## src/rtl/mod_seq_pkg.sv

```systemverilog
// mod_seq_pkg: shared types and helpers for the sequential remainder controller.
//   state_t   : controller FSM states (IDLE, CALC, DONE)
//   cnt_width : width of the step counter needed to hold N-1
package mod_seq_pkg;

  typedef enum logic [1:0] {
    IDLE = 2'd0,
    CALC = 2'd1,
    DONE = 2'd2
  } state_t;

  // The counter runs from n-1 down to 0, so $clog2(n) bits always suffice.
  function automatic int cnt_width(input int n);
    return (n < 2) ? 1 : $clog2(n);
  endfunction

endpackage

```

## src/rtl/mod_step.sv

```systemverilog
// mod_step: one combinational restoring shift-subtract division step.
//   r      [N:0]   partial remainder in
//   q      [N-1:0] dividend/quotient shift register in
//   d      [N-1:0] divisor
//   r_next [N:0]   partial remainder out
//   q_next [N-1:0] shifted quotient with new bit in LSB
module mod_step #(
  parameter int N = 7
) (
  input  logic [N:0]   r,
  input  logic [N-1:0] q,
  input  logic [N-1:0] d,
  output logic [N:0]   r_next,
  output logic [N-1:0] q_next
);

  logic [N:0]   t;
  logic [N:0]   d_ext;
  logic [N-1:0] qs;

  always_comb begin
    // r[N] is always 0 between steps (remainder stays below d); it is
    // folded into the MSB so the full input word participates.
    t      = {r[N-1:0], q[N-1]} | {r[N], {N{1'b0}}};
    d_ext  = {1'b0, d};
    qs     = {q[N-2:0], 1'b0};
    r_next = t;
    q_next = qs;
    if (t >= d_ext) begin
      r_next = t - d_ext;
      q_next = qs | N'(1);
    end
  end

endmodule

```

## src/rtl/mod_seq_ctrl.sv

```systemverilog
// mod_seq_ctrl: multicycle unsigned divider returning quotient and remainder.
// One restoring step per clock; N CALC cycles then a one-cycle DONE.
//   clk, rst_n   : clock (rising edge), synchronous active-low reset
//   start        : request, sampled only in IDLE
//   dividend     : unsigned dividend, sampled with start
//   divider      : unsigned divisor, sampled with start
//   busy         : high while in CALC or DONE
//   done         : single-cycle pulse when results are valid
//   quotient     : registered quotient
//   remainder    : registered remainder
//   div_by_zero  : set with done when divider was 0
module mod_seq_ctrl
  import mod_seq_pkg::*;
#(
  parameter int N = 7
) (
  input  logic         clk,
  input  logic         rst_n,
  input  logic         start,
  input  logic [N-1:0] dividend,
  input  logic [N-1:0] divider,
  output logic         busy,
  output logic         done,
  output logic [N-1:0] quotient,
  output logic [N-1:0] remainder,
  output logic         div_by_zero
);

  localparam int CW = cnt_width(N);

  state_t        state_q, state_d;
  logic [CW-1:0] cnt_q, cnt_d;
  logic [N-1:0]  d_q, d_d;
  logic [N-1:0]  q_q, q_d;
  logic [N:0]    r_q, r_d;
  logic [N-1:0]  quot_q, quot_d;
  logic [N-1:0]  rem_q, rem_d;
  logic          dz_q, dz_d;

  logic [N:0]    step_r;
  logic [N-1:0]  step_q;

  mod_step #(.N(N)) u_step (
    .r      (r_q),
    .q      (q_q),
    .d      (d_q),
    .r_next (step_r),
    .q_next (step_q)
  );

  always_ff @(posedge clk) begin
    if (!rst_n) begin
      state_q <= IDLE;
      cnt_q   <= '0;
      d_q     <= '0;
      q_q     <= '0;
      r_q     <= '0;
      quot_q  <= '0;
      rem_q   <= '0;
      dz_q    <= 1'b0;
    end else begin
      state_q <= state_d;
      cnt_q   <= cnt_d;
      d_q     <= d_d;
      q_q     <= q_d;
      r_q     <= r_d;
      quot_q  <= quot_d;
      rem_q   <= rem_d;
      dz_q    <= dz_d;
    end
  end

  always_comb begin
    state_d = state_q;
    cnt_d   = cnt_q;
    d_d     = d_q;
    q_d     = q_q;
    r_d     = r_q;
    quot_d  = quot_q;
    rem_d   = rem_q;
    dz_d    = dz_q;

    unique case (state_q)
      IDLE: begin
        if (start) begin
          if (divider != '0) begin
            state_d = CALC;
            d_d     = divider;
            q_d     = dividend;
            r_d     = '0;
            cnt_d   = CW'(N - 1);
          end else begin
            state_d = DONE;
            quot_d  = '1;
            rem_d   = dividend;
            dz_d    = 1'b1;
          end
        end
      end
      CALC: begin
        r_d = step_r;
        q_d = step_q;
        // The final step's result is captured straight from the step logic
        // so the result lands in the same edge that enters DONE.
        if (cnt_q == '0) begin
          quot_d  = step_q;
          rem_d   = step_r[N-1:0];
          dz_d    = 1'b0;
          state_d = DONE;
        end else begin
          cnt_d = cnt_q - CW'(1);
        end
      end
      DONE: begin
        state_d = IDLE;
      end
      default: begin
        state_d = IDLE;
      end
    endcase
  end

  assign busy        = (state_q != IDLE);
  assign done        = (state_q == DONE);
  assign quotient    = quot_q;
  assign remainder   = rem_q;
  assign div_by_zero = dz_q;

endmodule

```

## config.mk

```make
export PLATFORM = sky130hd
export DESIGN_NAME = mod_seq_ctrl
export DESIGN_NICKNAME = d
export VERILOG_FILES = /design/src/rtl/mod_seq_pkg.sv /design/src/rtl/mod_step.sv /design/src/rtl/mod_seq_ctrl.sv
export SDC_FILE = /design/constraint.sdc
export NUM_CORES = 1
export LEC_CHECK = 0
export ABC_AREA = 1
export CAP_MARGIN = 25
export CORE_MARGIN = 10
export CORE_UTILIZATION = 58
export DETAILED_ROUTE_END_ITERATION = 10
export PLACE_DENSITY = 0.91
export SYNTH_ARGS = -nofsm -noshare
export SYNTH_HDL_FRONTEND = slang
export SYNTH_SLANG_ARGS = --single-unit
```

## constraint.sdc

```tcl
create_clock -name clk -period 4.1 [get_ports clk]
set_clock_uncertainty 0.05 [all_clocks]
set_input_delay 0.615 -clock clk [delete_from_list [all_inputs] [get_ports clk]]
set_output_delay 0.615 -clock clk [all_outputs]
set_load 0.005 [all_outputs]
```

# After elaboration in Yosys (flattened, before gate mapping)
# Index checks and enable logic that the tools add are counted.
dict set report totals {
  elab_cells 57
  in_bits 17
  reg_bits 42
  output_inout_bits 17
}
dict set report classes {
  bitwise 1
  muxes 28
  add_sub_neg 2
  n_eq_ne 7
  order_cmp 1
  n_reduce_logical 10
}
# cell n
set op_table {}
lappend op_table {{$mux 7} 8}
lappend op_table {{$pmux 7 s2} 3}
lappend op_table {{$mux 8} 3}
lappend op_table {{$pmux 8 s2} 1}
lappend op_table {{$ne 2x2->1 const B} 5}
lappend op_table {{$mux 3} 3}
lappend op_table {{$ge 8x7->1} 1}
lappend op_table {{$or 8x8->8} 1}
lappend op_table {{$reduce_and 4->1} 2}
lappend op_table {{$sub 8x7->8} 1}
lappend op_table {{$reduce_bool 7->1} 1}
lappend op_table {{$mux 2} 3}
lappend op_table {{$pmux 3 s2} 1}
lappend op_table {{$reduce_and 3->1} 2}
lappend op_table {{$mux 1} 4}
lappend op_table {{$pmux 2 s2} 1}
lappend op_table {{$reduce_bool 2->1} 2}
lappend op_table {{$logic_not 3->1} 1}
lappend op_table {{$sub 3x1->3 const B} 1}
lappend op_table {{$eq 2x1->1 const B} 1}
lappend op_table {{$eq 2x2->1 const B} 1}
lappend op_table {{$logic_not 2->1} 1}
lappend op_table {{$pmux 1 s2} 1}
lappend op_table {{$reduce_and 2->1} 1}

# Depth between registers and ports, before layout
dict set report depth {
  word_depth 5
  depth_mapped 12
  mapped_depth_nobuf 12
}

# Cells and area by module
# From an unflattened synthesis, not the netlist that was laid out.
dict set report hier_totals {
  hier_cells 384
  hier_area_um2 2552.4
}
# mod seq_area_each_um2 cells_per_inst area_each_um2 n_inst
set modules_own_cells {}
lappend modules_own_cells {mod_seq_ctrl 840.8 266 1921.8 1}
lappend modules_own_cells {mod_step 0.0 118 630.6 1}

# Least setup slack after synthesis
# OpenSTA, ideal clock, no wires.
dict set report synth_timing {
  path_type {register -> register}
  from {register q_q[6]}
  to {register rem_q[0] (netlist: remainder[0])}
  path_buffers 0
  t_required_ns 3.994
  period_less_slack_ns 1.793
  stages_incl_launch_ff 12
  setup_slack_ns 2.307
  setup_time_ns 0.056
  arrival_ns 1.687
  cell_sequence {dfxtp_1 -> inv_1 -> ha_1 -> inv_1 -> fa_1 -> nand3_1 -> nand3_2 -> o21ai_2 -> nand4_1 -> nand3_1 -> nand2_1 -> inv_1}
}
dict set report synth_via {
  elab_chain_len 5
  elab_cells_between_ends 6
  classes_between {1 x add/sub; 1 x order compare; 3 x mux; 1 x bitwise}
}
# item line
set synth_rtl {}
lappend synth_rtl {{start: declaration} mod_seq_ctrl.sv:34} ;# logic [N-1:0] q_q, q_d;
lappend synth_rtl {{start signal: assignment} mod_seq_ctrl.sv:65} ;# q_q <= q_d;
lappend synth_rtl {{$or 8x8->8 *} mod_step.sv:24} ;# t = {r[N-1:0], q[N-1]} | {r[N], {N{1'b0}}};
lappend synth_rtl {{$sub 8x7->8 / $ge 8x7->1 (equally long branches)} {mod_step.sv:30, mod_step.sv:29}}
lappend synth_rtl {{$mux 8 *} mod_step.sv:29} ;# if (t >= d_ext) begin
lappend synth_rtl {{$mux 7 *} mod_seq_ctrl.sv:105} ;# if (cnt_q == '0) begin
lappend synth_rtl {{$pmux 7 s2 *} mod_seq_ctrl.sv:83} ;# unique case (state_q)
lappend synth_rtl {{end signal: assignment} mod_seq_ctrl.sv:68} ;# rem_q <= rem_d;
lappend synth_rtl {{end: declaration} mod_seq_ctrl.sv:37} ;# logic [N-1:0] rem_q, rem_d;
# Mark *: on every way between the ends. The rest lies on a longest branch, timed or not. The select of a mux whose other input is x is not followed.
# A chain may end at the register's enable or synchronous reset.

==> results.md <==
- Status: completed
- CTS Root Cell: clkbuf_8
- Peak supply drop: between 300 and 400 µV
- Total wire length: 5.96 mm
- Routing usage on met1: 0.188
- Pleak: between 1 and 1.5 nW
- Antenna violations before repair: 0
- Critical setup path kind: primary input to flip-flop
- Max-cap viol count: 0
- DRT Pass-1 Iters: 5
- Final setup viols: 0
- Area after DPL: ~0.0027 mm²
- # nets final: 402
- Core Rows: 22
- Final min period: roughly 2500 ps
- Fmax: approximately 410 MHz
- YS warnings: 0
- DR vias: around 2,300
- # DRC: 0
- CTS tree: built
- Critical Path Start Type: primary input
- Min-delay worst type: flip-flop to flip-flop
- Bufs on Longest Clock Path: 2
- TritonCTS Buffers: 5
- PD cells: between 500 and 600 mW/mm²
- Synth Area per Inst: slightly below 7 µm²
- Gr busiest metal: met2
- Ant diodes: 0
- RSZ-0062 raised after global routing: false
- CTS clk-pin slew, worst paths: about 80 ps
- Initial Utilization: 0.619
- GR Util met3: 0.0557
- # H-tree levels: 2
- Sink Count: 42
- Antenna-violating nets left: 0
- Netlist cell types: 34
- Worst-Skew Late Latency: 300 ps
- Fin crit share: 0.602
- Final Instance Area: ~0.0027 mm²
- Post-synth EDFFs: 0
- Leading cell type in the layout, fill and taps excluded: nand2_1
- GR Util All Layers: 0.172
- First-pass GRT wire length: 10.2 mm
- Worst Path Max Fanout: 25
- Ys flop type: dfxtp_1
- Chip Height: between 80 and 90 µm
- Iter 0 DRT Violations: 221
- Grt total ovfl: 0
- Fin Setup TNS: 0 ps
- Final WS setup: 1630 ps
- Area delta synth->final: 17.3%
- I/O pin count: 34
- Hold Fails Final Rpt: 0
- Cts repair resizes: 0
- Crit path arrival time: 2670 ps
- Net count after synthesis: 373
- RePlAce Congestion: approximately 0.87
- Register area share after synthesis: 0.360
- Synth async-reset ratio: 0
- Number of global-route vias before repair: approximately 2,300
- Slew headroom: 0.471
- Seq cells post-synth: 42
- Drt via density: between 5 and 6
- Syn Inst Count: ~350
- WL per Instance: approximately 14 µm
- Commonest non-fill, non-tap cells in the layout: 79 x nand2_1, 51 x nor2_1, 48 x inv_1
- CP Data Required Time: between 4000 and 5000 ps
- DP Worst Slack: between 1000 and 1500 ps
- Post CTS Setup Buffer Count: 0
- Area of the mapped netlist: 0.00233 mm²
- Port bufs: 33
- Fraction of layout cells with a size suffix above 1: 0.0720
- Worst setup EP type: flip-flop
- Routing usage on met2: 0.290
- Die Footprint: between 0.006 and 0.007 mm²
- Hold_buf cts: 0
- Die width: 83.4 µm
- Worst-margin pin slew: between 700 and 800 ps
- Post-DP HPWL: between 4 and 5 mm
- Largest net degree at the start of global routing: 26
- Core area: around 0.0038 mm²
- Slew Limit Fails: 0
==> layer usage <==
metal	vias up	share of wire
met5	-	0
met4	0	0.042
met3	30	0.072
met2	106	0.48
met1	1032	0.41
li1	1151	-
==> worst paths after layout <==
path                    from            to  slack [ps]  depth (start not counted)
setup / recovery       rst_n  remainder[4]        1630                          5
hold / removal      cnt_q[0]      cnt_q[0]         420                          2
setup reg to reg  state_q[0]  remainder[5]        1860                          9
hold reg to reg     cnt_q[0]      cnt_q[0]         420                          2
==> report_power, final <==
part,internal [mW],switching [mW]
sequential,0.473,0.0444
clock,0.114,0.141
combinational,0.238,0.409
==> registers in the layout (all words and copies together) (netlist names) <==
name,flops
r_q,8
state_q,2
cnt_q,3
d_q,7
q_q,7
quotient,7
div_by_zero,1
remainder,7
==> cell families (layout without fill, tap and decap cells) <==
logic type	count (synthesis)	count (layout)	share of synthesized area
AO/OA/AOI/OAI	45	45	0.109
XOR/XNOR	3	3	0.0113
adder cells (fa/ha/maj)	10	10	0.0568
buffers and inverters	66	95	0.117
flip-flops	42	42	0.360
AND/OR/NAND/NOR	180	180	0.346
==> cell type report <==
| cell class | count | area (µm²) |
|---|---|---|
| inverters | 55 | 206 |
| repair buffers | 33 | 330 |
| clock buffers | 5 | 68.8 |
| well taps | 48 | 60.1 |
| flip-flops and latches | 42 | 841 |
| fillers | 311 | 1030 |
| multi-input cells | 238 | 1220 |
| clock inverters | 2 | 10.0 |
==> synth_stat cells, types with 2 or more instances <==
cell      instances  area (µm²)
xor2_1            3        26.3
nand3_1          28         140
inv_1            48         180
ha_1              9         113
buf_4             2        15.0
inv_2             6        22.5
buf_2             5        25.0
nand3_2           3        30.0
nor2_1           51         191
a31oi_1           6        37.5
o21ai_0          18        90.1
nor2_2            2        12.5
o22ai_1           2        12.5
nand4_1           9        56.3
clkbuf_1          2        7.51
o21ai_1           3        15.0
a21oi_1          13        65.1
dfxtp_1          42         841
nand2_1          79         297
==> through the flow <==
step	utilization	hold WS, ps	instances	total power [mW]
after floorplan	-	385	346	0.980
after global placement	0.705	402	416	1.13
final	0.726	419	423	1.42
after global routing	0.726	451	423	1.52
after detailed placement	0.705	408	416	1.16
after CTS	0.726	418	423	1.41
==> critical path, cell delays in order <==
cell and delay (ps):
clkdlybuf4s50_1 980, clkinv_1 690, nor2_1 260, nand2_1 70
inv_1 50
Note: power is estimated with default switching activity, not from simulation.
